### src/rtl/gain_ramp_pkg.sv
// gain_ramp_pkg: sequencer state encoding and gain constants shared by the gain_ramp block
package gain_ramp_pkg;

    typedef enum logic [1:0] {
        ST_IDLE  = 2'd0,
        ST_MUL_L = 2'd1,
        ST_MUL_R = 2'd2,
        ST_DONE  = 2'd3
    } state_e;

    localparam int GW_DEFAULT = 16;
    localparam logic [GW_DEFAULT-1:0] UNITY_GAIN = GW_DEFAULT'(1) << (GW_DEFAULT - 1);

    function automatic int unsigned unity_gain(input int unsigned gw);
        return 32'd1 << (gw - 1);
    endfunction

endpackage

### src/rtl/gain_ramp_if.sv
// gain_ramp_if: stereo sample strobe in, scaled stereo result out
interface gain_ramp_if
    import gain_ramp_pkg::*;
#(
    parameter int DW = 16,
    parameter int GW = GW_DEFAULT
);
    logic                 ena;
    logic signed [DW-1:0] in_l;
    logic signed [DW-1:0] in_r;
    logic [GW-1:0]        gain_tgt;
    logic                 mute;
    logic                 busy;
    logic signed [DW+1:0] out_l;
    logic signed [DW+1:0] out_r;
    logic                 valid;

    modport master (
        output ena, in_l, in_r, gain_tgt, mute,
        input  busy, out_l, out_r, valid
    );

    modport slave (
        input  ena, in_l, in_r, gain_tgt, mute,
        output busy, out_l, out_r, valid
    );
endinterface

### src/rtl/gain_slew.sv
// gain_slew: applied gain register that moves toward a target by at most RSTEP per step strobe
module gain_slew
    import gain_ramp_pkg::*;
#(
    parameter int            GW    = GW_DEFAULT,
    parameter logic [GW-1:0] RSTEP = GW'(64)
) (
    input  logic          clk,
    input  logic          reset_n,
    input  logic          step_i,
    input  logic [GW-1:0] tgt_i,
    output logic [GW-1:0] cur_o
);
    logic [GW-1:0] cur_q, cur_d, up, dn;

    // distances are only taken in the direction that is actually non-negative, so nothing wraps
    always_comb begin
        up    = tgt_i - cur_q;
        dn    = cur_q - tgt_i;
        cur_d = !step_i           ? cur_q :
                (cur_q < tgt_i)   ? cur_q + ((up < RSTEP) ? up : RSTEP) :
                (cur_q > tgt_i)   ? cur_q - ((dn < RSTEP) ? dn : RSTEP) :
                                    cur_q;
    end

    always_ff @(posedge clk or negedge reset_n) begin
        if (!reset_n)
            cur_q <= '0;
        else
            cur_q <= cur_d;
    end

    assign cur_o = cur_q;
endmodule

### src/rtl/gain_ramp.sv
// gain_ramp: stereo gain stage with slewed gain, one multiplier shared between left and right
module gain_ramp
    import gain_ramp_pkg::*;
#(
    parameter int            DW    = 16,
    parameter int            GW    = GW_DEFAULT,
    parameter logic [GW-1:0] RSTEP = GW'(64)
) (
    input  logic        clk,
    input  logic        reset_n,
    gain_ramp_if.slave  bus
);
    state_e               state_q, state_d;
    logic                 accept, valid_q;
    logic [GW-1:0]        tgt, cur_gain;
    logic signed [DW-1:0] inl_q, inr_q, mul_a;
    logic signed [DW+GW:0] a_x, g_x, mul_p, prod_q;
    logic signed [DW+1:0] hold_q, outl_q, outr_q;
    logic                 unused_bits;

    always_comb begin
        accept  = (state_q == ST_IDLE) && bus.ena;
        state_d = (state_q == ST_IDLE)  ? (bus.ena ? ST_MUL_L : ST_IDLE) :
                  (state_q == ST_MUL_L) ? ST_MUL_R :
                  (state_q == ST_MUL_R) ? ST_DONE  :
                                          ST_IDLE;
    end

    assign tgt = bus.mute ? '0 : bus.gain_tgt;

    gain_slew #(.GW(GW), .RSTEP(RSTEP)) u_slew (
        .clk     (clk),
        .reset_n (reset_n),
        .step_i  (accept),
        .tgt_i   (tgt),
        .cur_o   (cur_gain)
    );

    // gain is zero-extended so the multiply stays signed with an unsigned Q1.(GW-1) factor
    assign mul_a = (state_q == ST_MUL_L) ? inl_q : inr_q;
    assign a_x   = {{(GW+1){mul_a[DW-1]}}, mul_a};
    assign g_x   = {{(DW+1){1'b0}}, cur_gain};
    assign mul_p = a_x * g_x;

    // slicing from bit GW-1 is the arithmetic shift by GW-1, floor toward -inf
    always_ff @(posedge clk or negedge reset_n) begin
        if (!reset_n) begin
            state_q <= ST_IDLE;
            valid_q <= 1'b0;
            inl_q   <= '0;
            inr_q   <= '0;
            prod_q  <= '0;
            hold_q  <= '0;
            outl_q  <= '0;
            outr_q  <= '0;
        end else begin
            state_q <= state_d;
            valid_q <= state_q == ST_DONE;
            if (accept) begin
                inl_q <= bus.in_l;
                inr_q <= bus.in_r;
            end
            if (state_q == ST_MUL_L || state_q == ST_MUL_R)
                prod_q <= mul_p;
            if (state_q == ST_MUL_R)
                hold_q <= prod_q[GW-1 +: DW+2];
            if (state_q == ST_DONE) begin
                outl_q <= hold_q;
                outr_q <= prod_q[GW-1 +: DW+2];
            end
        end
    end

    assign unused_bits = ^{mul_p[GW-2:0], prod_q[GW-2:0]};

    assign bus.busy  = state_q != ST_IDLE;
    assign bus.valid = valid_q;
    assign bus.out_l = outl_q;
    assign bus.out_r = outr_q;
endmodule

### src/flat_wrapper.sv
// flat-port wrapper written by rule: the top's interface ports become plain ports
module gain_ramp_flat import gain_ramp_pkg::*;
#(
    parameter int            DW    = 16,
    parameter int            GW    = GW_DEFAULT,
    parameter logic [GW-1:0] RSTEP = GW'(64)
)
  (clk, reset_n, bus_ena, bus_in_l, bus_in_r, bus_gain_tgt, bus_mute, bus_busy, bus_out_l, bus_out_r, bus_valid);
  gain_ramp_if #(.DW(DW), .GW(GW)) bus_i ();
  input  logic clk;
  input  logic reset_n;
  input wire logic [$bits(bus_i.ena)-1:0] bus_ena;
  input wire logic [$bits(bus_i.in_l)-1:0] bus_in_l;
  input wire logic [$bits(bus_i.in_r)-1:0] bus_in_r;
  input wire logic [$bits(bus_i.gain_tgt)-1:0] bus_gain_tgt;
  input wire logic [$bits(bus_i.mute)-1:0] bus_mute;
  output wire logic [$bits(bus_i.busy)-1:0] bus_busy;
  output wire logic [$bits(bus_i.out_l)-1:0] bus_out_l;
  output wire logic [$bits(bus_i.out_r)-1:0] bus_out_r;
  output wire logic [$bits(bus_i.valid)-1:0] bus_valid;
  assign bus_i.ena = bus_ena;
  assign bus_i.in_l = bus_in_l;
  assign bus_i.in_r = bus_in_r;
  assign bus_i.gain_tgt = bus_gain_tgt;
  assign bus_i.mute = bus_mute;
  assign bus_busy = bus_i.busy;
  assign bus_out_l = bus_i.out_l;
  assign bus_out_r = bus_i.out_r;
  assign bus_valid = bus_i.valid;
  gain_ramp #(.DW(DW), .GW(GW), .RSTEP(RSTEP)) u_core (.clk(clk), .reset_n(reset_n), .bus(bus_i));
endmodule
### config.mk
export PLATFORM = sky130hd
export DESIGN_NAME = gain_ramp_flat
export DESIGN_NICKNAME = d
export VERILOG_FILES = /design/src/rtl/gain_ramp_pkg.sv /design/src/rtl/gain_ramp_if.sv /design/src/rtl/gain_slew.sv /design/src/rtl/gain_ramp.sv /design/src/flat_wrapper.sv
export SDC_FILE = /design/constraint.sdc
export NUM_CORES = 1
export LEC_CHECK = 0
export BUFFER_PORTS_ARGS = -buffer_cell sky130_fd_sc_hd__clkbuf_2
export CAP_MARGIN = 5
export CORE_ASPECT_RATIO = 1.5
export CORE_UTILIZATION = 53
export DETAILED_ROUTE_END_ITERATION = 8
export GPL_ROUTABILITY_DRIVEN = 0
export PLACE_DENSITY = 0.71
export SYNTH_ARGS = -nofsm -noshare
export SYNTH_HDL_FRONTEND = slang
export SYNTH_SLANG_ARGS = --single-unit
### constraint.sdc
create_clock -name clk -period 8.8 [get_ports clk]
set_input_delay 1.76 -clock clk [delete_from_list [all_inputs] [get_ports clk]]
set_output_delay 1.76 -clock clk [all_outputs]
set_load 0.02 [all_outputs]
# --- After elaboration in Yosys (flattened, before gate mapping) ---
# Cells that the tools add are included.
totals:
  register_bits: 138
  input_bits: 52
  elab_cells: 37
  output_inout_bits: 38
op_classes:
  n_mux: 10
  order_cmp: 4
  n_eq_ne: 3
  addsub: 4
  n_reduce_logical: 6
  mul: 1
op_table:
  columns: ["operator", "n"]
  rows:
  - ["$mux 16", 6]
  - ["$sub 16x16->16", 3]
  - ["$mul 16x17->33", 1]
  - ["$lt 16x7->1 const B", 2]
  - ["$add 16x16->16", 1]
  - ["$gt 16x16->1", 1]
  - ["$lt 16x16->1", 1]
  - ["$mux 2", 3]
  - ["$eq 2x2->1 const B", 2]
  - ["$reduce_bool 2->1", 2]
  - ["$eq 2x1->1 const B", 1]
  - ["$logic_not 2->1", 1]
  - ["$reduce_and 2->1", 1]
  - ["$logic_and 1x1->1", 1]
  - ["$logic_or 1x1->1", 1]
  - ["$mux 1", 1]

# --- Depth between registers and ports, before layout ---
# Gate-level depths: netlist of the first run.
depth:
  ltp_word: 7
  depth_mapped: 30
  mapped_depth_nobuf: 28

# --- By module ---
# A second synthesis of the first run with hierarchy kept.
unflattened:
  hier_cells: 1785
  area_unflattened_um2: 16567.1
modules_own_cells:
  columns: ["module", "area_per_inst_um2", "seq_area_each_um2", "cells_each", "n_inst"]
  rows:
  - ["gain_ramp", 13221.4, 2677.6, 1330, 1]
  - ["gain_slew", 3345.7, 400.4, 455, 1]

# --- Least setup slack after synthesis of the first run ---
# Ideal clock, no wire load.
synth_path:
  kind: "flip-flop to flip-flop"
  start: "reg u_core.state_q[1]"
  end: "reg u_core.prod_q[30]"
  required_time_ns: 8.675
  setup_ns: 0.125
  path_stages_with_launch: 28
  arrival_time_ns: 7.355
  slack_ns: 1.320
  n_path_buf: 2
  synth_period_minus_slack_ns: 7.480
  path_cell_list: "dfrtp_1 inv_1 ha_1 buf_1 clkbuf_1 mux2i_1 nor2_1 fa_1 inv_1 fa_1 inv_1 fa_1 fa_1 fa_1 inv_1 fa_1 inv_1 ha_1 a21o_1 a21oi_1 nand2_1 a21o_1 o21a_1 o41ai_1 o311a_1 o21bai_1 xor2_1 mux2_2"
synth_between:
  elab_chain_len: 3
  word_cells_on_any_way: 5
  classes_between: "mul (1); eq/ne (2); mux (1); reduce/logical (1)"
synth_lines:
  columns: ["element", "line", "source"]
  rows:
  - ["from (decl)", "gain_ramp.sv:13", "state_e state_q, state_d;"]
  - ["from (signal assigned)", "gain_ramp.sv:57", "state_q <= state_d;"]
  - ["$eq 2x1->1", "gain_ramp.sv:40, gain_ramp.sv:63", null]
  - ["$mux 16", "gain_ramp.sv:40", "assign mul_a = (state_q == ST_MUL_L) ? inl_q : inr_q;"]
  - ["$mul 16x17->33", "gain_ramp.sv:43", "assign mul_p = a_x * g_x;"]
  - ["to (signal assigned)", "gain_ramp.sv:64", "prod_q <= mul_p;"]
  - ["to (decl)", "gain_ramp.sv:17", "logic signed [DW+GW:0] a_x, g_x, mul_p, prod_q;"]
# Parallel ways exist; a longest one is shown, timed or not.
# A chain may end at the register's enable or synchronous reset.

# --- Worst setup path after layout of the first run ---
# Ends and elaborated chain as after synthesis.

==> results of run 1 <==
[final timing paths]
check                           slack, ps  cells past startpoint         startpoint             endpoint
max in group asynchronous            6060                      2            reset_n    u_core.prod_q[31]
min in group asynchronous            1340                      1            reset_n  u_core.bus.out_r[1]
worst min register to register        500                      1  u_core.hold_q[15]    u_core.hold_q[15]
worst max register to register        680                     25  u_core.state_q[1]    u_core.prod_q[30]
worst min-delay path                  500                      1  u_core.hold_q[15]    u_core.hold_q[15]
worst max-delay path                  680                     25  u_core.state_q[1]    u_core.prod_q[30]
[per-stage QoR]
stage	instance area (um^2)	util, %	instances
after global placement	16500	57.2	2079
after global routing	17000	59.0	2111
after CTS	17000	59.0	2111
after detailed placement	16500	57.2	2079
final	17000	59.0	2111
after floorplan	15600	-	1634
[area by class of cell]
cell class                 instances  area share (%)
timing repair buffer             111            3.60
clock inverter                    15           0.662
inverter                         282            6.22
multi-input combinational       1173            66.1
sequential                       123            18.1
tap                              390            2.87
clock buffer                      17            2.50
[sequential cells by signal, summed over array words and instances, names as in the netlist]
name	count
u_core.bus.out_l	18
u_core.hold_q	18
u_core.inr_q	16
u_core.bus.valid	1
u_core.bus.out_r	18
u_core.prod_q	18
u_core.u_slew.cur_o	16
u_core.inl_q	16
u_core.state_q	2
[kinds of logic after synthesis]
group                      count (synthesis)  share of synthesized area [%]
and+or+nand+nor                          457                           13.5
DFF                                      123                           19.7
muxes                                    127                           9.04
xor gates and xnor gates                  49                           2.75
buffers and inverters                    338                           8.23
AOI/OAI and AO/OA                        172                           7.81
adders and majority gates                368                           39.0
[metal layers]
| layer | routed length [um] | vias up | track usage (%) |
|---|---|---|---|
| met3 | 2310 | 162 | 4.62 |
| met1 | 14500 | 5836 | 31.3 |
| met2 | 19500 | 440 | 49.4 |
| met4 | 2490 | 0 | 16.8 |
| li1 | - | 5395 | - |
| met5 | 0 | - | 0 |
[cells in the final DEF (no fill, tap or decap), types with 22 or more instances in the layout]
| cell | instances |
|---|---|
| inv_1 | 269 |
| xnor2_1 | 28 |
| clkbuf_2 | 88 |
| o21ai_0 | 32 |
| fa_1 | 196 |
| nand2_1 | 151 |
| nand2b_1 | 33 |
| mux2_2 | 111 |
| nor2_1 | 149 |
| a21oi_1 | 43 |
| and2_1 | 37 |
| buf_4 | 23 |
| ha_1 | 172 |
| dfrtp_1 | 123 |
| nand3_1 | 22 |
[critical path: stages (launching register included)]
cell	delay (ps)
dfrtp_1	410
inv_1	110
ha_1	480
buf_4	320
mux2i_1	920
nor2_1	150
fa_1	610
fa_1	470
fa_1	520
fa_1	430
fa_1	500
inv_1	50
fa_1	470
inv_1	50
ha_1	330
a21o_1	170
a21oi_1	220
nand2_1	100
a21o_1	200
o21a_1	140
o41ai_1	360
buf_4	220
o311a_1	210
o21bai_1	120
xor2_1	160
mux2_2	270
==> impl_metrics.ini, run 1 <==
[worst_setup_path]
critical_path_arrival_ps = 8430
cp_max_fo = 12
critPathKind = reg -> reg
worstPathRequired_ps = 9110
start_kind = register
cp-end-kind = register

[synthesis]
ys_seq_area_share_pct = 19.7
synth-edff-count = 0
ys_warn_count = 0
synthCells = 1634
synth_top_area_share_pct = 25.2
synth_most_common_cell = inv_1
syn_avg_cell_area_um2 = 9.54
synth_commonest_cells = inv_1 (269), fa_1 (196), ha_1 (172)
async_reset_ff_share_pct = 100
yosys.area.top_type = fa_1
synthFlopType = dfrtp_1
synth-seq-cells = 123
synth_cell_type_count = 66
netlist_area_mm2 = 0.0156
synth_area_leaders = fa_1 (25%), dfrtp_1 (20%), ha_1 (14%), mux2_2 (8.0%), inv_1 (6.5%)
syn-num-nets = 2054

[cells_and_area]
fillers = 2469
multiInputGateArea_mm2 = 0.0112
area_growth_pct = 9.12
seq_area_mm2 = 0.00308
drive_gt1_share_pct = 15.6
nets = 2128
antennaDiodeCount = 0

[die]
core_mm2 = 0.0288
die_y_um = 212
pin_count = 90
initial_core_util_pct = 54.1
die-area_mm2 = 0.0301
die-width_um = 142
std_cell_rows = 76

[sta]
holdWs_ps = 502
fmax_mhz = 123
slew_headroom_pct = 23.6
fin_crit_ps = 8120
tightest_slew_ps = 1150
report.final.hold_viol_count = 0
min_period_over_period_pct = 92.3
setup_tns_ps = 0
setup_violations = 0
fin_worst_skew_ps = 10.7
finalWorstSetupSlack_ps = 679
rsz0062_at_grt = false
finalMaxSlewViolations = 0

[cts]
clk_latency_ps = 430
clkSinkCount = 123
clk_path_buf_depth = 2
cts-root-buf = clkbuf_16
htreeDepth = 4
cts_hold_buffers = 0
cts_tree = yes
cts_setup_buffers = 0
post_cts_resized = 0
clkSlewWorstSetupHoldPaths_ps = 60
numCtsBuffers = 17

[place]
numPortBuffers = 89
dp_hpwl_um = 30300
place_ws_ps = 880

[run]
max_cap_viol_count = 0

[route]
drt_iter0_drc = 581
final_antenna_net_count = 0
firstDrtPassIters = 5
vias = 11800
wl_per_cell_um = 18.4
drc = 0
vias_per_cell = 5.61
postRouteWirelength_um = 38700

[outcome]
status = finished, final reports clean

[global_routing]
grt_pass1_wl_um = 64800
grt.total_usage_pct = 27.9
antenna_found_initial = 0
grt-ovfl-total = 0
grt_max_degree = 78
grt_pass1_vias = 13000

[hold_path]
hold_class = reg -> reg
Power of run 1 is left out: the tool's default activity adds up to more than one toggle a clock period on the data nets, which glitch-free logic cannot reach.
==> inputs of run 2 (changes only) <==
--- a/config.mk
+++ b/config.mk
@@ -11,7 +11,8 @@
 export CORE_UTILIZATION = 53
 export DETAILED_ROUTE_END_ITERATION = 8
 export GPL_ROUTABILITY_DRIVEN = 0
-export PLACE_DENSITY = 0.71
+export PLACE_DENSITY = 0.73
 export SYNTH_ARGS = -nofsm -noshare
 export SYNTH_HDL_FRONTEND = slang
+export SYNTH_HIERARCHICAL = 1
 export SYNTH_SLANG_ARGS = --single-unit
==> constraint.sdc (replaced) <==
create_clock -name clk -period 7.35 [get_ports clk]
set_input_delay 1.47 -clock clk [delete_from_list [all_inputs] [get_ports clk]]
set_output_delay 1.47 -clock clk [all_outputs]
set_load 0.02 [all_outputs]
==> run 2 against run 1 <==
  * Utilization up 0.26 points
  * Via count up 8.4%
  * Clock skew grew 6.7 ps
  * Critical path type is now in -> reg
  * Critical endpoint is now u_core/u_slew/cur_o[15]
  * Highest routed layer unchanged
==> impl_metrics.ini, run 2 <==
[cells_and_area]
final_cell_mix = inv_1 (298), fa_1 (196), nand2_1 (183)
area_growth_pct = 8.99
multiInputGateArea_mm2 = 0.0120
nets = 2264
drive_gt1_share_pct = 15.6
fillers = 2599
layout_commonest_cell = inv_1
seq_area_mm2 = 0.00308
antennaDiodeCount = 0

[sta]
slew_headroom_pct = 26.5
finalMaxSlewViolations = 0
tightest_slew_ps = 1100
setup_tns_ps = 0
setup_violations = 0
min_period_over_period_pct = 95.1
fmax_mhz = 143
rsz0062_at_grt = false
fin_crit_ps = 6990
report.final.hold_viol_count = 0
fin_worst_skew_ps = 17.5
finalWorstSetupSlack_ps = 362

[worst_setup_path]
path_buf_inv = 3
r2r_cells = 23
cp-end-kind = register
start_kind = input pin
crit_path_cell_trace = clkbuf_2 -> buf_4 -> nor2b_1 -> inv_1 -> ha_1 -> a21oi_1 -> a21bo_2 -> nor2b_1 -> a211oi_1 -> a211oi_1 -> nand3_1 -> or2_2 -> ha_1 -> xnor2_1 -> a22oi_1 -> ha_1 -> o21a_1 -> o31a_1 -> o22ai_1 -> o2111a_1 -> o31ai_1 -> nor2_1 -> or4_1 -> nand3_1
cp_slowest_stage_delay_ps = 530
path_delay_family = compound AO/OA/AOI/OAI gates
timing.rr.start = u_core/state_q[1]
timing.rr.end = u_core/prod_q[23]
worstPathRequired_ps = 7720
crit_path_frequent_cell = ha_1
critical_path_arrival_ps = 7350
critPathSlowestCell = o31ai_1
critPathKind = in -> reg
r2r_setup_slack_ps = 460
cp_max_fo = 13

[hold_path]
hold_end = u_core/bus.out_l[2]
hold_class = reg -> reg
min_path_cells = 1
min_from = u_core/hold_q[2]

[global_routing]
antenna_found_initial = 0
grt_pass1_wl_um = 65400
grt_pass1_vias = 13800
grt-ovfl-total = 0
grt_max_degree = 76
grt.total_usage_pct = 25.8

[cts]
cts_tree = yes
clk_path_buf_depth = 2
cts_hold_buffers = 0
htreeDepth = 4
clk_latency_ps = 430
numCtsBuffers = 17
clkSlewWorstSetupHoldPaths_ps = 70
cts_setup_buffers = 0
cts-root-buf = clkbuf_16
clkSinkCount = 123
post_cts_resized = 0

[run]
max_cap_viol_count = 0

[synthesis]
synth_most_common_cell = inv_1
syn-num-nets = 2204
ys_warn_count = 6
synthFlopType = dfrtp_1
synth_area_leaders = fa_1 (24%), dfrtp_1 (19%), ha_1 (13%), mux2_2 (7.2%), inv_1 (6.8%)
synth_top_area_share_pct = 23.7
synthCells = 1785
async_reset_ff_share_pct = 100
yosys.area.top_type = fa_1
synth_commonest_cells = inv_1 (298), fa_1 (196), nand2_1 (183)
syn_avg_cell_area_um2 = 9.28
ys_seq_area_share_pct = 18.6
synth-seq-cells = 123
synth-edff-count = 0
netlist_area_mm2 = 0.0166
synth_cell_type_count = 82

[die]
die-area_mm2 = 0.0320
die_y_um = 219
std_cell_rows = 78
pin_count = 90
die-width_um = 146
initial_core_util_pct = 54.4
core_mm2 = 0.0304

[route]
wl_per_cell_um = 17.4
drt_iter0_drc = 535
firstDrtPassIters = 5
vias = 12800
vias_per_cell = 5.68
final_antenna_net_count = 0
drc = 0
postRouteWirelength_um = 39300

[outcome]
status = finished, final reports clean

[place]
dp_hpwl_um = 31700
numPortBuffers = 89
place_ws_ps = 74.9
run 2: changes by cell type after synthesis, sizes merged, moves of 9 or more:
| cell | change |
|---|---|
| nor2b | +71 |
| nand2b | -21 |
| clkbuf | +16 |
| inv | +29 |
| nor2 | -90 |
| and2 | +22 |
| clkinv | -13 |
| nand4 | +9 |
| a21oi | +19 |
| or2 | +10 |
| o21ai | +23 |
| a211oi | +13 |
| nand2 | +32 |
run 2: stage by stage:
step / instance area [um^2] / util (%) / instances / hold slack (ps)
floorplan: 16600 / - / 1785 / 462
global placement: 17400 / 57.3 / 2226 / 482
detailed placement: 17400 / 57.3 / 2226 / 487
CTS: 18100 / 59.3 / 2258 / 501
global route: 18100 / 59.3 / 2258 / 514
finish: 18100 / 59.3 / 2258 / 499
run 2: cell families after synthesis:
kind of cell	synth area share, %
xor gates and xnor gates	2.17
adders and majority gates	36.6
buffers and inverters	8.73
AOI/OAI and AO/OA	10.6
muxes	7.86
and+or+nand+nor	15.4
DFF	18.6
run 2: cell type report:
cell class | instances | area share [%]
tap | 400 | 2.77
sequential | 123 | 17.0
timing repair buffer | 120 | 3.84
clock inverter | 14 | 1.08
clock buffer | 18 | 2.38
multi-input combinational | 1285 | 66.7
inverter | 298 | 6.19
run 2: worst max path at each step:
| stage | from | to | slack (ps) | depth (start not counted) |
|---|---|---|---|---|
| after floorplan | u_core/state_q[1] | u_core/prod_q[25] | 550 | 25 |
| final | bus_mute | u_core/u_slew/cur_o[15] | 360 | 24 |
| after global placement | bus_mute | u_core/u_slew/cur_o[14] | 270 | 27 |
| after CTS | u_core/state_q[1] | u_core/prod_q[23] | 400 | 23 |
| after detailed placement | bus_mute | u_core/u_slew/cur_o[14] | 70 | 27 |
| after global routing | bus_mute | u_core/u_slew/cur_o[14] | 70 | 27 |
run 2: per-layer routing:
metal,track usage (%),part of all wire [%],up-vias
met5,0,0,-
met2,49.6,54,440
met1,26.6,37,6304
met4,13.6,5.0,0
met3,4.01,4.4,145
li1,-,-,5941
run 2: worst register-to-register path, delay by kind of cell (launching register included):
| kind | cells | cell delay, ps |
|---|---|---|
| AO/OA/AOI/OAI | 3 | 810 |
| adder cells (fa/ha/maj) | 8 | 3630 |
| buffers and inverters | 7 | 840 |
| flip-flops | 1 | 410 |
| multiplexers | 2 | 550 |
| XOR/XNOR | 1 | 160 |
| AND/OR/NAND/NOR | 2 | 380 |
Power of run 2 is left out for the same reason.
